<file path="src/rtl/conv_x_stream_tx.sv">
// conv_x_stream_tx: buffers X signed samples from a host write port and streams them in
// address order over valid/ready. Defining CONV_X_STREAM_TX_LOOP_EN adds loop_en for back-to-back frames.
module conv_x_stream_tx #(
  parameter int X     = 128,
  parameter int WIDTH = 16
) (
  input  logic                 clk,
  input  logic                 reset,
  input  logic                 wr_en,
  input  logic [$clog2(X)-1:0] wr_addr,
  input  logic [WIDTH-1:0]     wr_data,
  input  logic                 start,
  output logic                 busy,
  output logic                 done,
  output logic [WIDTH-1:0]     x_data,
  output logic                 x_valid,
  input  logic                 x_ready
`ifdef CONV_X_STREAM_TX_LOOP_EN
  ,
  input  logic                 loop_en
`endif
);
  localparam int AW = $clog2(X);
  localparam int CW = $clog2(X + 1);
  localparam logic [AW-1:0] LAST_ADDR = AW'(X - 1);
  localparam logic [CW-1:0] LAST_CNT  = CW'(X - 1);

  typedef enum logic [1:0] {S_IDLE, S_FILL, S_SEND, S_DONE} state_t;

  state_t           state_q, state_d;
  logic [AW-1:0]    rd_addr_q, rd_addr_d;
  logic             rd_done_q, rd_done_d;
  logic [CW-1:0]    send_cnt_q, send_cnt_d;
  logic             done_q, done_d;
  logic             ram_v_q;
  logic [WIDTH-1:0] ram_q;
  logic [WIDTH-1:0] out_q, out_d, skid_q, skid_d;
  logic             out_v_q, out_v_d, skid_v_q, skid_v_d;
  logic [WIDTH-1:0] mem [X];

  logic          loop_w, wr_fire, start_ok, pop, last_pop, restart, room, issue_next, rd_issue;
  logic [AW-1:0] rd_idx;

`ifdef CONV_X_STREAM_TX_LOOP_EN
  assign loop_w = loop_en;
`else
  assign loop_w = 1'b0;
`endif

  assign wr_fire  = (state_q == S_IDLE) && wr_en;
  assign start_ok = (state_q == S_IDLE) && start;
  assign pop      = out_v_q && x_ready;
  assign last_pop = pop && (send_cnt_q == LAST_CNT);
  assign restart  = last_pop && loop_w;

  // A read may issue only if its data is guaranteed a free slot (output or skid) when it lands.
  assign room = ({1'b0, out_v_q} + {1'b0, skid_v_q} + {1'b0, ram_v_q}) <= (2'd1 + {1'b0, pop});
  assign issue_next = ((state_q == S_FILL) || (state_q == S_SEND)) && !rd_done_q && room;
  assign rd_issue   = start_ok || restart || issue_next;
  assign rd_idx     = (start_ok || restart) ? '0 : rd_addr_q;

  assign busy    = (state_q == S_FILL) || (state_q == S_SEND);
  assign done    = done_q;
  assign x_valid = out_v_q;
  assign x_data  = out_q;

  // NOTE: the sample buffer is deliberately left out of reset so it maps onto block RAM
  // and a reset mid-frame keeps the loaded samples.
  always_ff @(posedge clk) begin
    if (wr_fire && (int'(wr_addr) < X)) mem[wr_addr] <= wr_data;
    if (rd_issue) ram_q <= (wr_fire && (wr_addr == rd_idx)) ? wr_data : mem[rd_idx];
  end

  // NOTE: all state uses non-blocking assignments so every register samples pre-edge values.
  always_ff @(posedge clk) begin
    if (reset) begin
      state_q    <= S_IDLE;
      rd_addr_q  <= '0;
      rd_done_q  <= 1'b0;
      send_cnt_q <= '0;
      done_q     <= 1'b0;
      ram_v_q    <= 1'b0;
      out_q      <= '0;
      out_v_q    <= 1'b0;
      skid_q     <= '0;
      skid_v_q   <= 1'b0;
    end else begin
      state_q    <= state_d;
      rd_addr_q  <= rd_addr_d;
      rd_done_q  <= rd_done_d;
      send_cnt_q <= send_cnt_d;
      done_q     <= done_d;
      ram_v_q    <= rd_issue;
      out_q      <= out_d;
      out_v_q    <= out_v_d;
      skid_q     <= skid_d;
      skid_v_q   <= skid_v_d;
    end
  end

  // NOTE: every signal written here gets a default first so no latch is inferred.
  always_comb begin
    state_d    = state_q;
    rd_addr_d  = rd_addr_q;
    rd_done_d  = rd_done_q;
    send_cnt_d = pop ? send_cnt_q + 1'b1 : send_cnt_q;
    done_d     = last_pop;

    if (issue_next) begin
      if (rd_addr_q == LAST_ADDR) rd_done_d = 1'b1;
      else                        rd_addr_d = rd_addr_q + 1'b1;
    end

    unique case (state_q)
      S_IDLE: begin
        if (start) begin
          state_d    = S_FILL;
          rd_addr_d  = AW'(1);
          rd_done_d  = 1'b0;
          send_cnt_d = '0;
        end
      end
      S_FILL: state_d = S_SEND;
      S_SEND: begin
        if (last_pop) begin
          if (loop_w) begin
            state_d    = S_FILL;
            rd_addr_d  = AW'(1);
            rd_done_d  = 1'b0;
            send_cnt_d = '0;
          end else begin
            state_d = S_DONE;
          end
        end
      end
      S_DONE: state_d = S_IDLE;
      default: state_d = S_IDLE;
    endcase
  end

  // Output register refills from skid first, then from the RAM read; the skid absorbs a
  // returning read only while the output register is stalled.
  always_comb begin
    out_d    = out_q;
    out_v_d  = out_v_q;
    skid_d   = skid_q;
    skid_v_d = skid_v_q;
    if (!out_v_q || pop) begin
      if (skid_v_q) begin
        out_d    = skid_q;
        out_v_d  = 1'b1;
        skid_v_d = ram_v_q;
        if (ram_v_q) skid_d = ram_q;
      end else if (ram_v_q) begin
        out_d   = ram_q;
        out_v_d = 1'b1;
      end else begin
        out_v_d = 1'b0;
      end
    end else if (ram_v_q) begin
      skid_d   = ram_q;
      skid_v_d = 1'b1;
    end
  end

endmodule

</file>
<file path="config.mk">
export PLATFORM = sky130hd
export DESIGN_NAME = conv_x_stream_tx
export DESIGN_NICKNAME = d
export VERILOG_FILES = /design/src/rtl/conv_x_stream_tx.sv
export SDC_FILE = /design/constraint.sdc
export NUM_CORES = 2
export LEC_CHECK = 0
export ABC_AREA = 0
export CORE_MARGIN = 3
export CORE_UTILIZATION = 40
export CTS_BUF_LIST = sky130_fd_sc_hd__clkbuf_16
export CTS_CLUSTER_DIAMETER = 120
export DETAILED_ROUTE_END_ITERATION = 12
export GPL_ROUTABILITY_DRIVEN = 0
export SYNTH_ARGS = -nofsm -noshare
export SYNTH_HDL_FRONTEND = slang
export SYNTH_SLANG_ARGS = --single-unit
export TNS_END_PERCENT = 5
</file>
<file path="constraint.sdc">
create_clock -name clk -period 4 [get_ports clk]
set_input_delay 1 -clock clk [delete_from_list [all_inputs] [get_ports clk]]
set_output_delay 1 -clock clk [all_outputs]
set_load 0.02 [all_outputs]
</file>
Word level (Yosys, flattened, before mapping)
Memory sizes are Yosys's and may differ from the RTL's. A register that Yosys moved wholly into a read port is not among the register bits.
Cells that the tools add are included.
{"block": "totals", "romBits": 0, "elab_cells": 68, "output_inout_bits": 19, "mem_count": 1, "mem_bits_rw": 2048, "regBits": 54, "latchBits": 0}
{"block": "classes", "shifts": 0, "n_eq_ne": 8, "n_reduce_logical": 16, "order_cmp": 1, "mul": 0, "n_bitwise": 0, "div": 0, "n_addsub": 5, "mux": 27}
{"name": "mem", "depth": 128, "word_bits": 16, "read_ports": 1, "rd_ports_with_merged_regs": 1, "wr": 1, "line_no": "39", "rtl": "logic [WIDTH-1:0] mem [X];"}
{"operator": "2-to-1 mux 16 bit", "count": 5}
{"operator": "2-to-1 mux 7 bit", "count": 5}
{"operator": "2-to-1 mux 8 bit", "count": 3}
{"operator": "2-to-1 mux 1 bit", "count": 11}
{"operator": "adder 8 x 1 -> 8 bit, second input constant", "count": 1}
{"operator": "== test 8 x 7 -> 1 bit, second input constant", "count": 1}
{"operator": "case mux 2 bit (4 select lines)", "count": 1}
{"operator": "adder 7 x 1 -> 7 bit, second input constant", "count": 1}
{"operator": "== test 7 bit, second input constant", "count": 1}
{"operator": "logical AND 1 bit", "count": 6}
{"operator": "inequality test 2 bit, second input constant", "count": 3}
{"operator": "== test 2 bit, second input constant", "count": 2}
{"operator": "2-to-1 mux 2 bit", "count": 2}
{"operator": "AND reduction 2 bit", "count": 2}
{"operator": "nonzero test 2 bit", "count": 2}
{"operator": "logical OR 1 bit", "count": 3}
{"operator": "adder 1 x 1 -> 2 bit", "count": 1}
{"operator": "adder 1 x 1 -> 2 bit, first input constant", "count": 1}
{"operator": "adder 2 x 1 -> 2 bit", "count": 1}
{"operator": "== test 2 x 1 -> 1 bit, second input constant", "count": 1}
{"operator": "<= comparator 2 bit", "count": 1}
{"operator": "zero test 1 bit", "count": 2}
{"operator": "zero test 2 bit", "count": 1}

Longest topological paths before layout
{"block": "depth", "ltp_word": 7, "mapped_depth": 15}

Worst setup path after synthesis
No wires, ideal clock.
{"block": "synth_timing", "path_type": "in2reg", "start": "in start", "end": "reg ram_q[12] (read register of mem) (data pin)", "t_required_ns": 3.743, "setup_time_ns": 0.257, "setup_slack_ns": 0.791, "arrival_ns": 2.952, "stages": 10, "n_path_buf": 3, "path_cell_list": "buf_4 buf_2 nand2_2 o21ai_1 clkbuf_1 o2bb2ai_1 a2111oi_0 o311ai_0 or4_1 o2111a_1"}
{"block": "synth_via", "elab_chain_cells": 2, "word_cells_on_any_way": 3, "classes_between": "1 x mux; 2 x reduce/logical"}
{"item": "start, declared", "line_no": "12", "rtl": "input logic start,"}
{"item": "logical AND 1 bit (*)", "line_no": "51", "rtl": "assign start_ok = (state_q == S_IDLE) && start;"}
{"item": "2-to-1 mux 7 bit / logical OR 1 bit (equally long branches)", "line_no": "60, 59"}
{"item": "end, declared", "line_no": "36", "rtl": "logic [WIDTH-1:0] ram_q;"}
Mark *: on every way between the ends. The rest lies on a longest branch, timed or not.
A chain may end at the register's enable or synchronous reset.

Final worst setup path
{"block": "layout_timing", "start": "reg rd_addr_q[0]", "end": "reg ram_q[6] (read register of mem) (data pin)"}
{"block": "layout_via", "elab_chain_cells": 1}
{"item": "start, declared", "line_no": "31", "rtl": "logic [AW-1:0] rd_addr_q, rd_addr_d;"}
{"item": "start signal, assigned", "line_no": "89", "rtl": "rd_addr_q <= rd_addr_d;"}
{"item": "2-to-1 mux 7 bit", "line_no": "60", "rtl": "assign rd_idx = (start_ok || restart) ? '0 : rd_addr_q;"}
No other way between the ends.

==> run metrics <==
Final min period=4.00 ns; layout cells sized above 1=0.193; largest family of logic cells by synthesized area=compound AO/OA/AOI/OAI gates; pre-CTS setup slack=-0.794 ns; Lkg Pwr=32.4 nW; status=complete, no violations; period utilisation layout=1.00; Synth Register Bits=2118; FF-to-FF setup slack=0.0006 ns; Tightest Pin Transition=1.39 ns; pin count of the biggest net entering global routing=99; CTS tree=done; global-route usage over all layers=0.235; Hold WC Path Type=flop to flop; Clock transition at path regs=0.06 ns; CTS root buf=clkbuf_16; Mapped Cells=5502; H-tree lvl count=4; I/O Buffers=46; number of nets in the layout=6086; Avg Cell Area, Syn=15.2 um^2; CTS Hold Bufs=0; final setup fails=0; vias in the first global route=51500; post-synthesis xor/xnor area fraction=0.00136; PD cells=567 mW/mm^2; mux share of post-synthesis cell area=0.0490; routed length per instance=28.6 um; first-pass GRT wire length=372000 um; FMAX=250 MHz; DR vias=53300; final hold vios=0; Compound-Gate Fraction of Synth Area=0.108; WL met2=119000 um; Initial Utilization=0.403; top sig layer=met5; syn_nets=5538; Crit path required time=4.72 ns; initial antenna violation count=15; max cap viols=0; EDFF count, synth=2064; worst-skew pair later-pin latency=0.88 ns; Antenna Nets Post-Route=0; Reg power frac=0.445; Pre-antenna DRT Iters=7; synth warn=0; critical path launch point type=flop; final worst slack=0.000607 ns; Yosys top cell by area=edfxtp_1; post-synth cell types=83; Worst Clk Skew=0.0657 ns; Resized cells post-CTS=0; Routed met1 length=103000 um; CTS Buffer Depth=3; VDD IR max=0.524 mV; RSZ-0062 raised after global routing=false; Core Area=0.208 mm^2; crit path capture type=flop; Initial DRC Count=7298; fin. max-slew vios=0; critical path class=flop to flop; Chip Width=464 um; Post-Route WL=258000 um; Internal Power=39.7 mW; DRC violations left=0; synth top area cells=edfxtp_1, mux2i_1, nand2_1; # Post-CTS Setup Buffers=0; CTS buffer count=214; CP max FO=32; Switching Share=0.296; Sw Pwr=16.7 mW; met3 WL=26600 um; post-synthesis simple-gate area fraction=0.0635; area grow syn2layout=18.7%; adder-cell share of the synthesized area=0.00129; Die Ht=464 um; Synth Flop Type=edfxtp_1; mapped cell area=0.0837 mm^2; WP data arrival=4.72 ns; Ports=47; share of the synthesized area in the top cell type=0.740; post-route setup TNS=0 ns; Comb pwr share=0.218; Post-synth ARST share=0; Detail Placement HPWL=162000 um; global route total overflow=0; Clock Sinks=2118; row cnt=167; vias per cell=5.90; Clock Power Share=0.337; Die ar.=0.215 mm^2; headroom to the max-slew limit=0.0668; post-synthesis sequential area ratio=0.753
[critical path, stage by stage, from the launching register on]
cell and delay (ns):
dfxtp_4 0.69, buf_12 0.32, a21boi_4 0.33, buf_12 0.19
buf_12 0.20, nand2_1 0.07, a21oi_1 0.15, buf_4 0.15
nor3_1 0.04, nor4_1 1.10, or4_1 0.32, o2111a_1 0.18
[layout by cell type, fill, tap and decap left out, types with 51 or more instances in the layout]
cell type,instances
a21oi_1,331
a31oi_1,76
buf_12,128
buf_4,567
clkbuf_16,215
clkinv_1,57
dfxtp_1,51
edfxtp_1,2064
inv_1,70
mux2_2,155
mux2i_1,204
nand2_1,479
nand3_1,98
nor2_1,329
nor3_1,90
o2111ai_1,53
o21ai_0,211
o221ai_1,68
o22ai_1,266
[logic make-up after synthesis]
| group | Yosys count |
|---|---|
| AND/OR/NAND/NOR | 1195 |
| XOR/XNOR | 13 |
| AO/OA/AOI/OAI | 1369 |
| adder cells (fa/ha/maj) | 8 |
| flip-flops | 2118 |
| multiplexers | 382 |
| buffers and inverters | 417 |
[final timing paths]
kind | from | endpoint | cells past startpoint
worst max-delay path | rd_addr_q[0] | ram_q[6] | 11
worst min-delay path | skid_q[3] | skid_q[3] | 2
worst max register to register | rd_addr_q[0] | ram_q[6] | 11
worst min register to register | skid_q[3] | skid_q[3] | 2
[state kept, by name, summed over array words and instances (netlist names)]
name        count
skid_v_q        1
skid_q         16
x_data         16
rd_addr_q       7
rd_done_q       1
x_valid         1
ram_v_q         1
send_cnt_q      8
mem          2048
state_q         2
ram_q          16
done            1
[stage by stage]
| stage | utilization | instance area (um^2) | hold WS [ns] | instances | total power [mW] |
|---|---|---|---|---|---|
| global route | 0.478 | 99400 | 0.474 | 9018 | 58.2 |
| finish | 0.479 | 99400 | 0.453 | 9025 | 56.4 |
| detailed placement | 0.446 | 92700 | 0.448 | 8622 | 37.7 |
| floorplan | - | 83700 | 0.431 | 5502 | 32.0 |
| global placement | 0.446 | 92700 | 0.441 | 8622 | 37.6 |
| CTS | 0.478 | 99400 | 0.456 | 9016 | 56.5 |
[Yosys cell counts (15+ instances only)]
master        n
a2111oi_0    17
a211o_1      41
a211oi_1     44
a21boi_0     15
a21oi_1     331
a221oi_1     24
a222oi_1     16
a31oi_1      76
a32o_1       40
and3_1       34
buf_1        41
buf_2       122
buf_4        25
buf_6        19
clkbuf_1    198
dfxtp_1      54
edfxtp_1   2064
mux2_2      155
mux2i_1     204
nand2_1     480
nand2b_1     20
nand3_1      98
nand4_1      26
nor2_1      332
nor3_1       90
nor4_1       46
o2111ai_1    53
o211ai_1     34
o21ai_0     211
o221ai_1     68
o22a_1       15
o22ai_1     266
o2bb2ai_1    16
o31ai_1      26
[final cells by class]
| type | instances | area [um^2] |
|---|---|---|
| antenna | 9 | 22.5 |
| clock buffer | 215 | 5380 |
| clock inverter | 179 | 1310 |
| fill | 17800 | 108000 |
| inverter | 11 | 46.3 |
| multi-input combinational | 2967 | 18800 |
| sequential | 2118 | 63100 |
| tap | 2788 | 3490 |
| timing repair buffer | 738 | 7270 |
[power groups by stage]
| stage | logic (mW) | registers, mW | clock network (mW) |
|---|---|---|---|
| 6_report | 12.3 | 25.1 | 19.0 |
| 5_1_grt | 13.0 | 25.1 | 20.2 |
| 4_1_cts | 12.2 | 25.1 | 19.2 |
| 3_5_place_dp | 12.1 | 25.5 | 0 |
| 3_3_place_gp | 12.0 | 25.5 | 0 |
| 2_1_floorplan | 6.74 | 25.3 | 0 |
[routing by layer]
metal,track usage,vias up
li1,-,22900
met1,0.327,27000
met2,0.366,2861
met3,0.0498,457
met4,0.0833,4
met5,0,-
Note: power is estimated with default switching activity, not from simulation.
